--- config.mk ---
export PLATFORM = sky130hd
export DESIGN_NAME = blink_multi
export DESIGN_NICKNAME = d
export VERILOG_FILES = /design/src/rtl/blink_multi.sv
export SDC_FILE = /design/constraint.sdc
export NUM_CORES = 1
export LEC_CHECK = 0
export ABC_AREA = 1
export BUFFER_PORTS_ARGS = -buffer_cell sky130_fd_sc_hd__buf_4
export CELL_PAD_IN_SITES_DETAIL_PLACEMENT = 1
export CELL_PAD_IN_SITES_GLOBAL_PLACEMENT = 2
export CORE_MARGIN = 5
export CORE_UTILIZATION = 36
export DETAILED_ROUTE_END_ITERATION = 8
export HOLD_SLACK_MARGIN = 0.12
export PLACE_DENSITY_LB_ADDON = 0.3
export SETUP_SLACK_MARGIN = 0.15
export SLEW_MARGIN = 20
export SYNTH_ARGS = -nofsm -noshare
export SYNTH_HDL_FRONTEND = slang
export SYNTH_SLANG_ARGS = --single-unit
--- constraint.sdc ---
create_clock -name clk -period 4.59 [get_ports clk]
set_input_delay 1.1475 -clock clk [delete_from_list [all_inputs] [get_ports clk]]
set_output_delay 1.1475 -clock clk [all_outputs]
set_load 0.02 [all_outputs]
--- src/rtl/blink_multi.sv ---
// blink_multi: multi-channel LED blink controller.
// One shared down-counting timebase feeds NUM_CH channels. Each channel is
// off, solid, free-running blink, or a counted burst with busy/done handshake.
// Optional build macro: BLINK_STAGGER_EN. When it is defined, odd-index
// channels show the inverted blink phase in modes 10 and 11. Burst timing and
// done behaviour are the same either way.
module blink_multi #(
   parameter int NUM_CH        = 4,
   parameter int PERIOD_CYCLES = 100_000_000,
   parameter int ON_CYCLES     = 50_000_000,
   parameter int CNT_W         = 27,
   parameter int BURST_W       = 4
) (
   input  logic                  clk,
   input  logic                  reset,
   input  logic                  en,
   input  logic [2*NUM_CH-1:0]   mode,
   input  logic [BURST_W-1:0]    burst_len,
   input  logic [NUM_CH-1:0]     start,
   output logic [NUM_CH-1:0]     led,
   output logic [NUM_CH-1:0]     busy,
   output logic [NUM_CH-1:0]     done
);

   localparam logic [CNT_W-1:0] CNT_MAX = CNT_W'(PERIOD_CYCLES - 1);
   // The lit phase occupies the top ON_CYCLES counts of each period.
   // When ON_CYCLES equals PERIOD_CYCLES the threshold is 0, so the LED is always lit.
   localparam logic [CNT_W-1:0] ON_TH   = CNT_W'(PERIOD_CYCLES - ON_CYCLES);

   typedef enum logic [1:0] {ST_IDLE, ST_WAIT, ST_RUN} burst_st_t;

   logic [CNT_W-1:0] cnt_q, cnt_d;
   logic             phase_on, wrap;

   // Next value of the shared timebase: count down, reload at 0, freeze when disabled.
   always_comb begin
      cnt_d = cnt_q;
      if (en) cnt_d = (cnt_q == '0) ? CNT_MAX : cnt_q - CNT_W'(1);
   end

   // Register the timebase.
   always_ff @(posedge clk) begin
      if (!reset) cnt_q <= CNT_MAX;
      else        cnt_q <= cnt_d;
   end

   assign phase_on = (cnt_q >= ON_TH);
   assign wrap     = en && (cnt_q == '0);

   for (genvar i = 0; i < NUM_CH; i++) begin : g_ch
`ifdef BLINK_STAGGER_EN
      localparam bit INV = (i % 2) == 1;
`else
      localparam bit INV = 1'b0;
`endif
      logic [1:0]         ch_mode;
      logic               ph, is_burst, last_wrap;
      burst_st_t          state_q, state_d;
      logic [BURST_W-1:0] rem_q, rem_d;
      logic               led_q, led_d, busy_q, busy_d, done_q, done_d;

      assign ch_mode   = mode[2*i +: 2];
      assign ph        = phase_on ^ INV;
      assign is_burst  = (ch_mode == 2'b11);
      // Final wrap of a burst. The LED is blanked on this edge so that
      // inverted channels do not leak an extra lit cycle.
      assign last_wrap = wrap && (rem_q == BURST_W'(1));

      // Burst FSM next state plus the LED/busy/done outputs it registers.
      always_comb begin
         state_d = state_q;
         rem_d   = rem_q;
         done_d  = 1'b0;
         case (state_q)
            ST_IDLE: begin
               if (en && start[i] && is_burst) begin
                  if (burst_len == '0) done_d = 1'b1;
                  else begin
                     rem_d   = burst_len;
                     state_d = ST_WAIT;
                  end
               end
            end
            ST_WAIT: begin
               if (!is_burst)  state_d = ST_IDLE;
               else if (wrap)  state_d = ST_RUN;
            end
            ST_RUN: begin
               if (!is_burst) state_d = ST_IDLE;
               else if (wrap) begin
                  if (last_wrap) begin
                     state_d = ST_IDLE;
                     done_d  = 1'b1;
                  end else begin
                     rem_d = rem_q - BURST_W'(1);
                  end
               end
            end
            default: state_d = ST_IDLE;
         endcase
         busy_d = (state_d != ST_IDLE);
         case (ch_mode)
            2'b00:   led_d = 1'b0;
            2'b01:   led_d = 1'b1;
            2'b10:   led_d = ph;
            default: led_d = (state_q == ST_RUN) && !last_wrap && ph;
         endcase
      end

      // Per-channel state and output registers.
      always_ff @(posedge clk) begin
         if (!reset) begin
            state_q <= ST_IDLE;
            rem_q   <= '0;
            led_q   <= 1'b0;
            busy_q  <= 1'b0;
            done_q  <= 1'b0;
         end else begin
            state_q <= state_d;
            rem_q   <= rem_d;
            led_q   <= led_d;
            busy_q  <= busy_d;
            done_q  <= done_d;
         end
      end

      assign led[i]  = led_q;
      assign busy[i] = busy_q;
      assign done[i] = done_q;
   end

endmodule

==> summary.md, run 1 <==
| Metric | Value |
|---|---|
| Run status | `completed` |
| Crit path largest cell delay | `0.25 ns` |
| Initial Utilization | `36.84%` |
| Met2 routing resource usage after global routing | `28.63%` |
| Root buffer cell | `sky130_fd_sc_hd__clkbuf_8` |
| Initial DRT Pass Iterations | `4` |
| PostCTS Resize Cnt | `0` |
| Die footprint | `12,670 um^2` |
| Clock tree buffer depth | `2` |
| Element type at the critical path end | `flop` |
| GRT Overall Usage | `17.55%` |
| RSZ-0062 raised after global routing | `no` |
| Most heavily used metal layer in global routing | `met2` |
| Via count of the first global-routing pass | `3,739` |
| # rows | `37` |
| Post-synthesis area per instance | `6.642 um^2` |
| Critical Setup Path Class | `primary input to flop` |
| Tightest slew margin relative to the limit | `47.12%` |
| Post-synthesis sequential area ratio | `33.31%` |
| CP max stage cell | `sky130_fd_sc_hd__buf_4` |
| Vias | `3,635` |
| Syn Nets | `599` |
| Worst-skew pair later-pin latency | `0.36 ns` |
| Area contributors post-synth | `sky130_fd_sc_hd__dfxtp_1 (33%), sky130_fd_sc_hd__nand2_1 (12%), sky130_fd_sc_hd__nor2_1 (9.6%)` |
| Highest clock frequency the design can meet | `435.4 MHz` |
| Total I/O pin count | `31` |
| Post-CTS Hold Fix Bufs | `0` |
| Unique cell type count in the Yosys netlist | `41` |
| Crit path top cell by count | `sky130_fd_sc_hd__nand2_1` |
| Worst-case setup margin in the final layout | `2.293 ns` |
| Count of flip-flops with a built-in enable after synthesis | `0` |
| Share of final-layout standard cells stronger than drive strength 1 | `15.10%` |
| Data arrival, critical path | `2.61 ns` |
| Crit start category | `primary input` |
| Final HPWL from detailed placement | `8353 um` |
| Number of levels the H-tree was split into | `3` |
| Number of antenna violations at the first check in global routing | `0` |
| FF/Latch Area | `1261 um^2` |
| Post-detailed-routing wire length | `10,710 um` |
| Post-route DRC violation count | `0` |
| Final setup fails | `0` |
| Fillers | `1,367` |
| First-pass GRT wire length | `18,070 um` |
| Congestion Overflow GR | `0` |
| Hold/Removal Path Class | `flop to flop` |
| Hold violation total from the final report | `0` |
| GR Layer Usage met3 | `3.288%` |
| Most common cell in the netlist | `sky130_fd_sc_hd__nand2_1` |
| Worst-path clk slew | `0.09 ns` |
| Final cycle utilization of the critical path | `50.04%` |
| Count of synthesis-stage warnings from yosys | `0` |
| Number of port buffers | `30` |
| Die boundary width | `112.6 um` |
| First DRT Iteration DRCs | `126` |
| Cell taking the most area after synthesis | `sky130_fd_sc_hd__dfxtp_1` |
| Measured slew at the worst slew-check pin | `0.7902 ns` |
| Top FF cell, synth | `sky130_fd_sc_hd__dfxtp_1` |
| Area fraction of the dominant cell type after synthesis | `33.31%` |
| Setup TNS | `0 ns` |
| Layout Area Growth over Synthesis | `13.32%` |
| Fin Clk Skew | `0.01713 ns` |
| Reported max-cap violation count | `0` |
| Multi-input gate area in the final layout | `2105 um^2` |
| Number of max-slew violations in the final report | `0` |
| Net count, final | `620` |
| CP Max Fanout | `17` |
| CTS tree | `done` |
| Count of mapped cells out of synthesis | `570` |
| Total power density per cell area | `298.1 nW/um^2` |
| Pin count of the biggest net entering global routing | `27` |
| Setup Slack @ Placement | `1.923 ns` |
| Number of antenna diodes | `0` |
| Leakage dissipation | `1.978 nW` |
| Minimum clock period after layout | `2.297 ns` |
| Met1 track demand over resource | `22.99%` |
| Total of flip-flops plus latches after synthesis | `63` |
| Y dimension of the die | `112.6 um` |
| Area inside the core boundary | `10,280 um^2` |
| Global placement routability congestion | `0.8215` |
| Cell types with the highest counts after synthesis | `sky130_fd_sc_hd__nand2_1 (119), sky130_fd_sc_hd__nor2_1 (97), sky130_fd_sc_hd__inv_1 (67), sky130_fd_sc_hd__dfxtp_1 (63), sky130_fd_sc_hd__nand3_1 (43)` |
| CTS sink count | `63` |
| Average detailed-routed wire length per instance | `14.62 um` |
| Required time of the worst setup path | `4.91 ns` |
| Number of buffers added by the clock tree synthesis step | `9` |
| Number of setup buffers added after CTS | `0` |
| Number of vias per cell after detailed routing | `4.966` |
| Proportion of synthesized flip-flops having asynchronous set or reset | `0%` |
| Chain of cells forming the critical path | `buf_4 > nand2_2 > nor2_1 > nand2_1 > nor2_2 > inv_2 > nor2_2 > nand2_1 > nor3_1 > nor2_1 > nand2_1` |
| Post-route ant nets | `0` |
| Area of the mapped netlist | `3786 um^2` |
| Largest voltage drop on the vdd net | `123.3 uV` |
==> state kept, by name, summed over array words and instances, names as in the netlist <==
| name | count |
|---|---|
| g_ch.rem_q | 16 |
| g_ch.state_q | 8 |
| cnt_q | 27 |
| g_ch.busy_q | 4 |
| g_ch.led_q | 4 |
| g_ch.done_q | 4 |
==> worst paths after layout <==
check | from | endpoint | slack [ns] | cells past startpoint
max | en | cnt_q[20] | 2.29 | 11
min reg2reg | cnt_q[0] | cnt_q[0] | 0.48 | 2
min | cnt_q[0] | cnt_q[0] | 0.48 | 2
max reg2reg | cnt_q[17] | g_ch[0].led_q | 2.60 | 8
==> power breakdown <==
part	internal [mW]	switching, mW	total (mW)	leakage (nW)
Sequential	0.557	0.00719	0.564	0.511
Clock	0.374	0.243	0.617	0.122
Combinational	0.0367	0.0617	0.0983	1.35
Total	0.967	0.312	1.28	1.98
==> stage by stage <==
| stage | std cells | cell area, um^2 | hold slack [ns] | util [%] | total power, mW |
|---|---|---|---|---|---|
| 2_1_floorplan | 570 | 3786 | 0.4424 | - | 0.6409 |
| 3_3_place_gp | 716 | 4045 | 0.4564 | 39.36 | 0.6727 |
| 3_5_place_dp | 716 | 4045 | 0.4589 | 39.36 | 0.6749 |
| 4_1_cts | 732 | 4290 | 0.4781 | 41.75 | 1.287 |
| 5_1_grt | 732 | 4290 | 0.5031 | 41.75 | 1.331 |
| 6_report | 732 | 4290 | 0.4755 | 41.75 | 1.279 |
==> layer usage <==
layer	routed length, um	vias up
met2	4983	43
met3	316	15
li1	-	1848
met4	214	0
met5	0	-
met1	5190	1729
==> kinds of logic after synthesis <==
family / Yosys count / synth area share, %
DFF: 63 / 33.31
xor gates and xnor gates: 8 / 1.851
and+or+nand+nor: 317 / 38.76
adders and majority gates: 10 / 3.305
buffers and inverters: 95 / 11.10
AOI/OAI and AO/OA: 77 / 11.67
==> area by class of cell <==
| class | count | share of cell area [%] |
|---|---|---|
| multi-input combinational | 412 | 49.05 |
| sequential | 63 | 29.40 |
| inverter | 75 | 6.620 |
| timing repair buffer | 30 | 5.249 |
| tap | 136 | 3.966 |
| clock buffer | 10 | 3.208 |
| clock inverter | 6 | 2.508 |
==> layout by cell type, fill, tap and decap left out, types with 3 or more instances in the layout <==
cell type and count:
sky130_fd_sc_hd__nor2_1 97, sky130_fd_sc_hd__nand3_2 3, sky130_fd_sc_hd__nand3_1 43, sky130_fd_sc_hd__xor2_1 5, sky130_fd_sc_hd__inv_1 67, sky130_fd_sc_hd__a21boi_0 6, sky130_fd_sc_hd__dfxtp_1 63, sky130_fd_sc_hd__nand2_2 6
sky130_fd_sc_hd__clkbuf_8 10, sky130_fd_sc_hd__inv_2 6, sky130_fd_sc_hd__nand2_1 119, sky130_fd_sc_hd__o22ai_1 3, sky130_fd_sc_hd__buf_4 30, sky130_fd_sc_hd__nand4_1 10, sky130_fd_sc_hd__o21ai_0 31, sky130_fd_sc_hd__o211ai_1 4
sky130_fd_sc_hd__o21ai_2 3, sky130_fd_sc_hd__ha_1 10, sky130_fd_sc_hd__nand2_4 3, sky130_fd_sc_hd__xnor2_1 3, sky130_fd_sc_hd__nor2_4 5, sky130_fd_sc_hd__nor3_1 13, sky130_fd_sc_hd__bufinv_16 3, sky130_fd_sc_hd__o21ai_1 3
sky130_fd_sc_hd__a21oi_2 3, sky130_fd_sc_hd__nor2_2 7, sky130_fd_sc_hd__a21oi_1 22
==> critical path: cells and delay by family <==
| kind | cells | cell delay (ns) |
|---|---|---|
| and+or+nand+nor | 9 | 1.11 |
| buffers and inverters | 2 | 0.33 |
Power figures use the tool's default switching activity.
==> run 2, diff against run 1 <==
CORE_UTILIZATION = 30   (was 36)
clock period = 2.1 ns   (was 4.59 ns; I/O delays follow)
==> run 2 against run 1 <==
  * Critical path depth did not move
  * Wire length rose by 5.8%
  * Clock-buffer cell count rose by 1
  * Critical path type is now flop to flop
  * First-iteration DRC count rose by 18%
  * Largest cell class unchanged
  * Highest routed layer unchanged
  * Cell count rose by 5.9%
  * Final area rose by 3.3%
==> summary.md, run 2 (synthesis results as in run 1) <==
| Metric | Value |
|---|---|
| CP Max Fanout | `4 (was 17)` |
| Global placement routability congestion | `0.8208 (was 0.8215)` |
| Die boundary width | `122.3 um (was 112.6 um)` |
| Worst-path clk slew | `0.05 ns (was 0.09 ns)` |
| Reported max-cap violation count | `0 (unchanged)` |
| Register bank with the most flops | `cnt_q (unchanged)` |
| Highest clock frequency the design can meet | `553.3 MHz` |
| Initial DRT Pass Iterations | `4 (unchanged)` |
| CTS tree | `done (unchanged)` |
| Layout Area Growth over Synthesis | `17.02% (was 13.32%)` |
| Cell Count, Final, Fillers Out | `775 (was 732)` |
| Minimum clock period after layout | `1.807 ns` |
| Total I/O pin count | `31 (unchanged)` |
| Number of max-slew violations in the final report | `0 (unchanged)` |
| Root buffer cell | `sky130_fd_sc_hd__clkbuf_16 (was sky130_fd_sc_hd__clkbuf_8)` |
| Top Registers | `cnt_q: 27 flops, g_ch.rem_q: 16 flops, g_ch.state_q: 8 flops (unchanged)` |
| First DRT Iteration DRCs | `149 (was 126)` |
| Number of antenna diodes | `0 (unchanged)` |
| Pin count of the biggest net entering global routing | `26 (was 27)` |
| Chain of cells forming the critical path | `inv_1 > ha_1 > nand2_2 > nor2_1 > nand2_1 > nor2_4 > inv_2 > nor2_2 > nand2_1 > o21ai_0 > nand2_1 (was buf_4 > nand2_2 > nor2_1 > nand2_1 > nor2_2 > inv_2 > nor2_2 > nand2_1 > nor3_1 > nor2_1 > nand2_1)` |
| GRT Overall Usage | `16.53% (was 17.55%)` |
| Die footprint | `14,970 um^2 (was 12,670 um^2)` |
| Total power density per cell area | `631.4 nW/um^2 (was 298.1 nW/um^2)` |
| Post-detailed-routing wire length | `11,320 um (was 10,710 um)` |
| Vias | `3,696 (was 3,635)` |
| Commonest non-fill, non-tap cell in the layout | `sky130_fd_sc_hd__nand2_1 (unchanged)` |
| Element type at the critical path end | `flop (unchanged)` |
| Leading cell types in the layout, fill and taps excluded | `sky130_fd_sc_hd__nand2_1 (119), sky130_fd_sc_hd__nor2_1 (95), sky130_fd_sc_hd__inv_1 (67) (was sky130_fd_sc_hd__nand2_1 (119), sky130_fd_sc_hd__nor2_1 (97), sky130_fd_sc_hd__inv_1 (67))` |
| Initial Utilization | `30.25% (was 36.84%)` |
| CTS sink count | `63 (unchanged)` |
| Fin Clk Skew | `0.005657 ns (was 0.01713 ns)` |
| Flip-flop count of the largest register after layout | `27 (unchanged)` |
| Number of port buffers | `30 (unchanged)` |
| Fillers | `1,649 (was 1,367)` |
| Measured slew at the worst slew-check pin | `0.4484 ns (was 0.7902 ns)` |
| Final setup fails | `0 (unchanged)` |
| FF/Latch Area | `1261 um^2 (unchanged)` |
| Critical Setup Path Class | `flop to flop (was primary input to flop)` |
| Tightest slew margin relative to the limit | `70.02% (was 47.12%)` |
| Hold violation total from the final report | `0 (unchanged)` |
| # rows | `41 (was 37)` |
| Average detailed-routed wire length per instance | `14.61 um (was 14.62 um)` |
| Data arrival, critical path | `2.04 ns (was 2.61 ns)` |
| Final cycle utilization of the critical path | `86.06%` |
| Largest voltage drop on the vdd net | `252.0 uV (was 123.3 uV)` |
| Multi-input gate area in the final layout | `2115 um^2 (was 2105 um^2)` |
| RSZ-0062 raised after global routing | `yes (was no)` |
| Post-route DRC violation count | `0 (unchanged)` |
| Number of vias per cell after detailed routing | `4.769 (was 4.966)` |
| Via count of the first global-routing pass | `3,886 (was 3,739)` |
| Number of antenna violations at the first check in global routing | `0 (unchanged)` |
| Crit start category | `flop (was primary input)` |
| Crit path top cell by count | `sky130_fd_sc_hd__nand2_1 (unchanged)` |
| Leakage dissipation | `2.031 nW (was 1.978 nW)` |
| Final HPWL from detailed placement | `8800 um (was 8353 um)` |
| First-pass GRT wire length | `19,150 um (was 18,070 um)` |
| Number of buffers added by the clock tree synthesis step | `9 (unchanged)` |
| Post-route ant nets | `0 (unchanged)` |
| Congestion Overflow GR | `0 (unchanged)` |
| Share of final-layout standard cells stronger than drive strength 1 | `16.25% (was 15.10%)` |
| Hold/Removal Path Class | `flop to flop (unchanged)` |
| Worst-skew pair later-pin latency | `0.34 ns (was 0.36 ns)` |
| CP max stage cell | `sky130_fd_sc_hd__dfxtp_1 (was sky130_fd_sc_hd__buf_4)` |
| Clock tree buffer depth | `2 (unchanged)` |
| Net count, final | `630 (was 620)` |
| Count of placed standard cells including taps | `762 (was 716)` |
| Setup TNS | `0 ns (unchanged)` |
| Y dimension of the die | `122.3 um (was 112.6 um)` |
| Number of levels the H-tree was split into | `3 (unchanged)` |
| Run status | `completed (unchanged)` |
| Required time of the worst setup path | `2.33 ns (was 4.91 ns)` |
| Area inside the core boundary | `12,520 um^2 (was 10,280 um^2)` |
| Crit path largest cell delay | `0.30 ns (was 0.25 ns)` |
-- run 2: cell types whose count changed in the layout (fill, tap and decap cells not counted), sizes merged --
cell      delta
clkinvlp     -1
clkbuf       +1
bufinv       -3
buf         +10
-- run 2: report_power, final --
| group | internal (mW) | switching (mW) |
|---|---|---|
| registers | 1.22 | 0.0165 |
| clock network | 0.806 | 0.527 |
| logic | 0.0900 | 0.139 |
-- run 2: path summary, 6_finish.rpt --
| path | startpoint | end | slack [ns] | depth (start not counted) |
|---|---|---|---|---|
| min reg2reg | cnt_q[0] | cnt_q[0] | 0.47 | 2 |
| min | cnt_q[0] | cnt_q[0] | 0.47 | 2 |
| max reg2reg | cnt_q[0] | cnt_q[20] | 0.29 | 11 |
| max | cnt_q[0] | cnt_q[20] | 0.29 | 11 |
-- run 2: critical path: cells and delay by family (launching register included) --
kind	cells	cell delay (ns)
AND/OR/NAND/NOR	7	0.86
AO/OA/AOI/OAI	1	0.16
buffers and inverters	2	0.18
flip-flops	1	0.30
adder cells (fa/ha/maj)	1	0.20
-- run 2: what timing repair did --
action,4_1_cts,5_1_grt
setup endpoints to repair,0,20
hold buffers,0,0
buffers inserted,0,0
resized for setup,0,5
-- run 2: layer usage --
| layer | track usage [%] | vias up | part of all wire, % |
|---|---|---|---|
| met5 | 0 | - | 0 |
| met4 | 7.278 | 0 | 1.9 |
| met3 | 2.719 | 13 | 2.0 |
| met2 | 28.68 | 30 | 49 |
| met1 | 20.07 | 1780 | 47 |
| li1 | - | 1873 | - |
-- run 2: area by class of cell --
cell class	count	share of cell area, %
flip-flops and latches	63	28.47
clock inverters	2	0.2259
inverters	75	6.467
repair buffers	40	6.778
well taps	172	4.857
clock buffers	11	5.479
multi-input cells	412	47.73
-- run 2: per-stage QoR --
step,setup slack (ns),utilization (%),power (mW),cell area [um^2],hold WS (ns)
floorplan,0.4387,-,1.401,3786,0.4424
global placement,0.2577,33.28,1.484,4165,0.4532
detailed placement,0.2063,33.28,1.493,4165,0.4625
CTS,0.2491,35.30,2.854,4418,0.4752
global route,0.1445,35.40,2.920,4431,0.5047
finish,0.2928,35.40,2.797,4431,0.4699
